===== config.mk =====
export PLATFORM = sky130hd
export DESIGN_NAME = uart_bus_master_txser
export DESIGN_NICKNAME = d
export VERILOG_FILES = /design/src/rtl/uart_bus_master_txser.sv
export SDC_FILE = /design/constraint.sdc
export NUM_CORES = 1
export LEC_CHECK = 0
export ABC_AREA = 1
export BUFFER_PORTS_ARGS = -buffer_cell sky130_fd_sc_hd__buf_4
export CAP_MARGIN = 10
export CORE_UTILIZATION = 56
export DETAILED_ROUTE_END_ITERATION = 6
export GPL_TIMING_DRIVEN = 0
export PLACE_DENSITY = 0.83
export SKIP_CTS_REPAIR_TIMING = 1
export SYNTH_ARGS = -nofsm -noshare
export SYNTH_HDL_FRONTEND = slang
export SYNTH_SLANG_ARGS = --single-unit

===== constraint.sdc =====
create_clock -name clk -period 2.92 [get_ports clk]
set_input_delay 0.438 -clock clk [delete_from_list [all_inputs] [get_ports clk]]
set_output_delay 0.438 -clock clk [all_outputs]
set_load 0.03 [all_outputs]

===== src/rtl/uart_bus_master_txser.sv =====
// Response serializer: loads one byte or a 32-bit word (sent MSB first) and hands it out
// over a valid/ready byte stream. done pulses in the cycle the last byte is accepted.
module uart_bus_master_txser (
  input  logic        clk,
  input  logic        reset,
  input  logic        load,
  input  logic        load_four,
  input  logic [31:0] load_data,
  output logic [7:0]  tx_data,
  output logic        tx_valid,
  input  logic        tx_ready,
  output logic        done
);

  logic [23:0] rest;
  logic [1:0]  left;

  assign done = tx_valid && tx_ready && (left == 2'd0);

  always_ff @(posedge clk) begin
    if (reset) begin
      tx_data  <= 8'h00;
      tx_valid <= 1'b0;
      rest     <= 24'h0;
      left     <= 2'd0;
    end else if (load) begin
      tx_valid <= 1'b1;
      if (load_four) begin
        tx_data <= load_data[31:24];
        rest    <= load_data[23:0];
        left    <= 2'd3;
      end else begin
        tx_data <= load_data[7:0];
        rest    <= 24'h0;
        left    <= 2'd0;
      end
    end else if (tx_valid && tx_ready) begin
      if (left == 2'd0) begin
        tx_valid <= 1'b0;
      end else begin
        tx_data <= rest[23:16];
        rest    <= {rest[15:0], 8'h00};
        left    <= left - 2'd1;
      end
    end
  end

endmodule


==> results of run 1 <==
[flip-flops by register name, summed over array words and instances (netlist names)]
name	flops
rest	24
left	2
tx_valid	1
tx_data	8
[cell usage after synthesis (2+ instances only)]
cell type / n / area, µm²
nand2_1: 104 / 390
a21oi_1: 29 / 145
clkbuf_1: 2 / 7.51
buf_6: 6 / 67.6
nand2_4: 3 / 33.8
buf_2: 5 / 25.0
o21ai_0: 5 / 25.0
nor2_1: 13 / 48.8
inv_1: 13 / 48.8
a21oi_2: 4 / 35.0
buf_4: 3 / 22.5
or2_2: 8 / 50.1
dfxtp_1: 35 / 701
nand2_2: 10 / 62.6
nand3_1: 24 / 120
[report_power, final]
group / total, µW / switching (µW) / internal (µW) / leakage, µW
registers: 523 / 16.6 / 507 / 0.000287
clock network: 255 / 162 / 92.9 / 0.0000282
logic: 265 / 151 / 113 / 0.000750
[worst max-delay path: stages, from the launching register on]
cell and delay (ps):
dfxtp_1 340, inv_1 70, ha_1 230, inv_1 70, nor2_1 110, buf_4 160
[cell usage in the layout, fill, tap and decap left out, types with 6 or more instances in the layout]
cell type and count:
buf_6 6, nand2_1 104, nor2_1 13, inv_1 13, buf_4 46, a21oi_1 29
or2_2 8, dfxtp_1 35, nand2_2 10, nand3_1 24
[stage by stage]
stage | cells | hold WS [ps]
after floorplan | 269 | 438
after global placement | 356 | 451
after detailed placement | 356 | 448
after CTS | 364 | 349
after global routing | 364 | 338
final | 364 | 360
[routing by layer]
metal  wire (µm)  track usage (%)
met1        1960             36.1
met2        2130             45.1
met3         236             6.77
met4          65             9.18
met5           0                0
[cell families (layout without fill, tap and decap cells)]
| family | Yosys count | after routing |
|---|---|---|
| flip-flops | 35 | 35 |
| buffers and inverters | 32 | 83 |
| adder cells (fa/ha/maj) | 1 | 1 |
| AND/OR/NAND/NOR | 162 | 162 |
| AO/OA/AOI/OAI | 39 | 39 |
[worst min-delay path by stage]
stage | startpoint | endpoint | slack (ps) | cells past startpoint
2_1_floorplan | rest[16]$_SDFFE_PP0P_ | rest[16]$_SDFFE_PP0P_ | 440 | 2
3_3_place_gp | rest[17]$_SDFFE_PP0P_ | rest[17]$_SDFFE_PP0P_ | 450 | 2
3_5_place_dp | rest[17]$_SDFFE_PP0P_ | rest[17]$_SDFFE_PP0P_ | 450 | 2
4_1_cts | load_data[7] | rest[7]$_SDFFE_PP0P_ | 350 | 3
5_1_grt | load_data[7] | rest[7]$_SDFFE_PP0P_ | 340 | 3
6_report | load_data[7] | rest[7]$_SDFFE_PP0P_ | 360 | 3
[cell type report]
cell class              instances  area [µm²]
well taps                      44        55.1
multi-input cells             202         940
plain buffers                  17         126
inverters                      15        58.8
fillers                       279         821
repair buffers                 43         323
clock buffers                   6        41.3
clock inverters                 2        12.5
flip-flops and latches         35         701
==> impl_metrics.ini, run 1 <==
[die]
initial_core_util_pct = 59.3
core-area_um2 = 3080
die_w_um = 59.1
rows = 20
die_area_um2 = 3490
pin_count = 47
die_h_um = 59.1

[clocking]
clock_tree.buffer_depth = 2
cts.reportedPaths.clkPinSlew_ps = 110
clk_latency_ps = 340
cts_max_level = 2
numCtsBuffers = 5
cts_num_sinks = 35
cts_tree = done
root_buffer = clkbuf_4

[logic_synthesis]
synth-adder-area-share_pct = 0.685
ys.flop_type = dfxtp_1
mappedNetlistArea_um2 = 1830
syn-instance-count = 269
synth_top_family_by_area = simple AND/OR/NAND/NOR gates
ys_seq_elements = 35
synthArstFlopShare_pct = 0
synth_nets = 307
synth-xor-area-share_pct = 0
synth_mux_area_share_pct = 0
synth-simple-area-share_pct = 38.7
synth_compound_area_share_pct = 12.1
avgSynthCellArea_um2 = 6.79
ys_warn_count = 0
ys_types = 20
synth-seq-area-share_pct = 38.4
synth-edff-count = 0

[route]
ant_nets = 0
wl_per_cell_um = 12.1
drc = 0
drt_wl_total_mm = 4.40
vias_per_cell = 4.96
first_pass_iters = 5
drt_iter0_drc = 85
num_vias = 1804

[timing]
worst_pin_slew_ps = 510
hold_viol = 0
min_period_ps = 1760
rsz0062_at_grt = no
drv_slew = 0
timing.slew.headroom_pct = 66.0
tns_ps = 0
max_freq_mhz = 567
worst_clock_skew_ps = 13.7
finalCritPeriodShare_pct = 60.4
setup_slack_ps = 1160
setup_viol = 0

[setup_path]
endpoint_kind = output port
r2r_start = left[0]$_SDFFE_PP0P_
endpoint = done
worstSetupPathType = flip-flop to output port
startpoint_type = flip-flop
cp.required_ps = 2480
r2r_cells = 6
r2r_end = rest[15]$_SDFFE_PP0P_
cp_data_arrival_time_ps = 1320
startpoint = left[0]$_SDFFE_PP0P_
r2r_setup_slack_ps = 1450
crit_fanout = 3

[finish]
drive_gt1_share_pct = 28.4
final_area_um2 = 2260
postLayoutCoreUtil_pct = 73.3
antennaDiodeCount = 0
fin_nets = 357
syn_to_final_growth_pct = 23.6

[place]
pre_cts_slack_ps = 1470
hpwl_mm = 3.32
place_area_um2 = 2200
port_buffers = 43
gp_congestion = 0.820

[global_route]
grt_max_degree = 12
antenna_found_initial = 0
gr-total-overflow = 0
grt_pass1_vias = 1570
grt_usage_pct = 27.7
grt_pass1_wl_mm = 7.07

[run_status]
status = completed

[power_and_ir_drop]
totalPowerFinal_uw = 1040
vdd_drop_max_v = 0.000346
power.leakage_uw = 0.00106
power_density_nw_per_um2 = 462

[job]
maxCapViolations = 0

[worst_hold_path]
hold_path_class = primary input to flip-flop
Note: power is estimated with default switching activity, not from simulation.
==> run 2: changes to the inputs <==
--- a/config.mk
+++ b/config.mk
@@ -5,13 +5,13 @@
 export SDC_FILE = /design/constraint.sdc
 export NUM_CORES = 1
 export LEC_CHECK = 0
-export ABC_AREA = 1
+export ABC_AREA = 0
 export BUFFER_PORTS_ARGS = -buffer_cell sky130_fd_sc_hd__buf_4
 export CAP_MARGIN = 10
-export CORE_UTILIZATION = 56
+export CORE_UTILIZATION = 52
 export DETAILED_ROUTE_END_ITERATION = 6
 export GPL_TIMING_DRIVEN = 0
-export PLACE_DENSITY = 0.83
+export PLACE_DENSITY = 0.78
 export SKIP_CTS_REPAIR_TIMING = 1
 export SYNTH_ARGS = -nofsm -noshare
 export SYNTH_HDL_FRONTEND = slang
==> constraint.sdc (replaced) <==
create_clock -name clk -period 1.73 [get_ports clk]
set_input_delay 0.2595 -clock clk [delete_from_list [all_inputs] [get_ports clk]]
set_output_delay 0.2595 -clock clk [all_outputs]
set_load 0.03 [all_outputs]
==> run 2 against run 1 <==
  * First-iteration DRC count increased by 76%
  * Largest power group unchanged
  * Sequential power up 70%
  * Worst setup slack got worse by 1100 ps
  * Sequential share of layout area is 0.60 points higher
  * Critical path depth is the same
  * Clock-buffer cell count rose by 1
  * Die area rose by 2.9%
  * Highest routed layer unchanged
  * Combinational power up 58%
  * Cell count down 26%
  * Clock power increased by 71%
  * Non-clock buffer count rose by 6
  * Sequential cell count is the same
==> impl_metrics.ini, run 2 <==
[run_status]
status = completed

[setup_path]
startpoint_type = flip-flop
crit_fanout = 10
cp_slowest_cell = dfxtp_1
endpoint_kind = flip-flop
cp_data_arrival_time_ps = 1910
worstSetupPathType = flip-flop to flip-flop
crit_chain = inv_1 -> ha_1 -> nand3b_1 -> clkbuf_4 -> a221oi_1
startpoint = left[0]$_SDFFE_PP0P_
r2r_start = left[0]$_SDFFE_PP0P_
slowest_delay_ps = 370
cp.required_ps = 1990

[timing]
min_period_ps = 1660
drv_slew = 0
setup_slack_ps = 74.7
timing.slew.headroom_pct = 50.8
worst_clock_skew_ps = 6.34
max_freq_mhz = 604
finalCritPeriodShare_pct = 95.7
hold_viol = 0
setup_viol = 0
hold_slack_ps = 143
worst_pin_slew_ps = 739

[die]
die_w_um = 60.0
rows = 20
core-area_um2 = 3130
initial_core_util_pct = 55.8
die_h_um = 60.0
pin_count = 47
die_area_um2 = 3590

[clocking]
clock_tree.buffer_depth = 2
root_buffer = clkbuf_4
clk_latency_ps = 360
cts_tree = done
cts.reportedPaths.clkPinSlew_ps = 100
cts_num_sinks = 35
numCtsBuffers = 5
cts_max_level = 2

[finish]
regMostFlops = rest
largest_register_ffs = 24
antennaDiodeCount = 0
largestRegisters = rest x24, tx_data x8, left x2
fin_nets = 261
mostFrequentLayoutCells = buf_4, dfxtp_1, nor2_1, a22oi_1, a221oi_2
fillers = 237
layout_commonest_cell = buf_4
syn_to_final_growth_pct = 26.8
drive_gt1_share_pct = 42.0
final_area_um2 = 2210

[global_route]
grt_use_met1_pct = 39.6
gr-total-overflow = 0
grt_max_degree = 11
grt_pass1_wl_mm = 7.56
grt_use_met2_pct = 46.2
grt_busiest_layer = met2
grt_pass1_vias = 1509
grt_usage_pct = 30.0
antenna_found_initial = 0
use_met3_pct = 9.96

[logic_synthesis]
synth-edff-count = 0
synthArstFlopShare_pct = 0
ys_warn_count = 0
yosysMostFrequentCell = dfxtp_1
synth_nets = 207
mappedNetlistArea_um2 = 1750
avgSynthCellArea_um2 = 10.3
synth_top_cell_by_area = dfxtp_1
ys_seq_elements = 35
synth_common_cells = dfxtp_1, nor2_1, a221oi_2, a22oi_1
ys_top_cells_by_area = dfxtp_1, a221oi_2, a2111oi_2
syn-instance-count = 169
synth-seq-area-share_pct = 40.1
ys.flop_type = dfxtp_1
yosys.area.top_type_share_pct = 40.1
ys_types = 31

[place]
place_area_um2 = 2140
hpwl_mm = 3.53
port_buffers = 45
gp_congestion = 0.883
pre_cts_slack_ps = 52.4

[route]
num_vias = 1593
drt_wl_total_mm = 4.74
drt_iter0_drc = 150
first_pass_iters = 5
vias_per_cell = 5.94
drc = 0
wl_per_cell_um = 17.7
ant_nets = 0

[job]
maxCapViolations = 0

[worst_hold_path]
hold_path_class = primary input to flip-flop
hp-start = load_data[1]

[power_and_ir_drop]
vdd_drop_max_v = 0.000596
power.leakage_uw = 0.000877
power_density_nw_per_um2 = 787
[run 2: cell types whose count changed in the layout (fill, tap and decap cells not counted), sizes merged, moves of 6 or more]
cell | previous run | this run
o21ai | 6 | 0
or2 | 8 | 0
nor3 | 0 | 8
a221oi | 0 | 16
a32oi | 0 | 8
nand3 | 24 | 1
nand2 | 117 | 1
inv | 14 | 5
a22oi | 0 | 16
a2111oi | 0 | 8
nor2 | 13 | 26
a211oi | 0 | 8
a21oi | 33 | 2
[run 2: final timing paths]
check	slack [ps]	cells past startpoint	to
setup / recovery	70	5	rest[9]$_SDFFE_PP0P_
hold / removal	140	3	rest[1]$_SDFFE_PP0P_
setup reg to reg	70	5	rest[9]$_SDFFE_PP0P_
hold reg to reg	540	2	rest[10]$_SDFFE_PP0P_
[run 2: layout make-up]
class	count	area, µm²	share of cell area, %
buffer	19	140	6.33
clock buffer	7	45.0	2.03
tap	44	55.1	2.49
inverter	5	21.3	0.960
clock inverter	1	5.00	0.226
timing repair buffer	47	353	15.9
multi-input combinational	110	895	40.4
sequential	35	701	31.6
[run 2: worst max-delay path: cells and delay by family (launching register included)]
| kind | cells | cell delay (ps) |
|---|---|---|
| fa+ha+maj | 1 | 230 |
| simple gates | 1 | 300 |
| buf+inv | 2 | 340 |
| flops | 1 | 370 |
| compound gates | 1 | 320 |
[run 2: cell families after synthesis]
logic type,share of synthesized area [%]
buffers and inverters,8.95
AOI/OAI and AO/OA,36.7
xor gates and xnor gates,0.502
adders and majority gates,0.716
and+or+nand+nor,13.0
DFF,40.1
[run 2: where the power goes]
group / internal [µW] / total (µW) / switching, µW
registers: 860 / 888 / 28.2
logic: 190 / 420 / 229
clock network: 158 / 435 / 277
[run 2: layer usage]
metal	wire, µm	vias to the layer above	part of all wire (%)
met3	316	7	6.7
met5	0	-	0
met4	63	0	1.3
met1	2070	759	44
met2	2290	59	48
li1	-	768	-
[run 2: stage by stage]
step / std cells / setup TNS, ps / total power, µW / util (%)
2_1_floorplan: 169 / 0 / 1160 / -
3_3_place_gp: 258 / 0 / 1310 / 68.4
3_5_place_dp: 258 / 0 / 1320 / 68.4
4_1_cts: 266 / 0 / 1730 / 70.0
5_1_grt: 268 / -15.5 / 1810 / 70.8
6_report: 268 / 0 / 1740 / 70.8
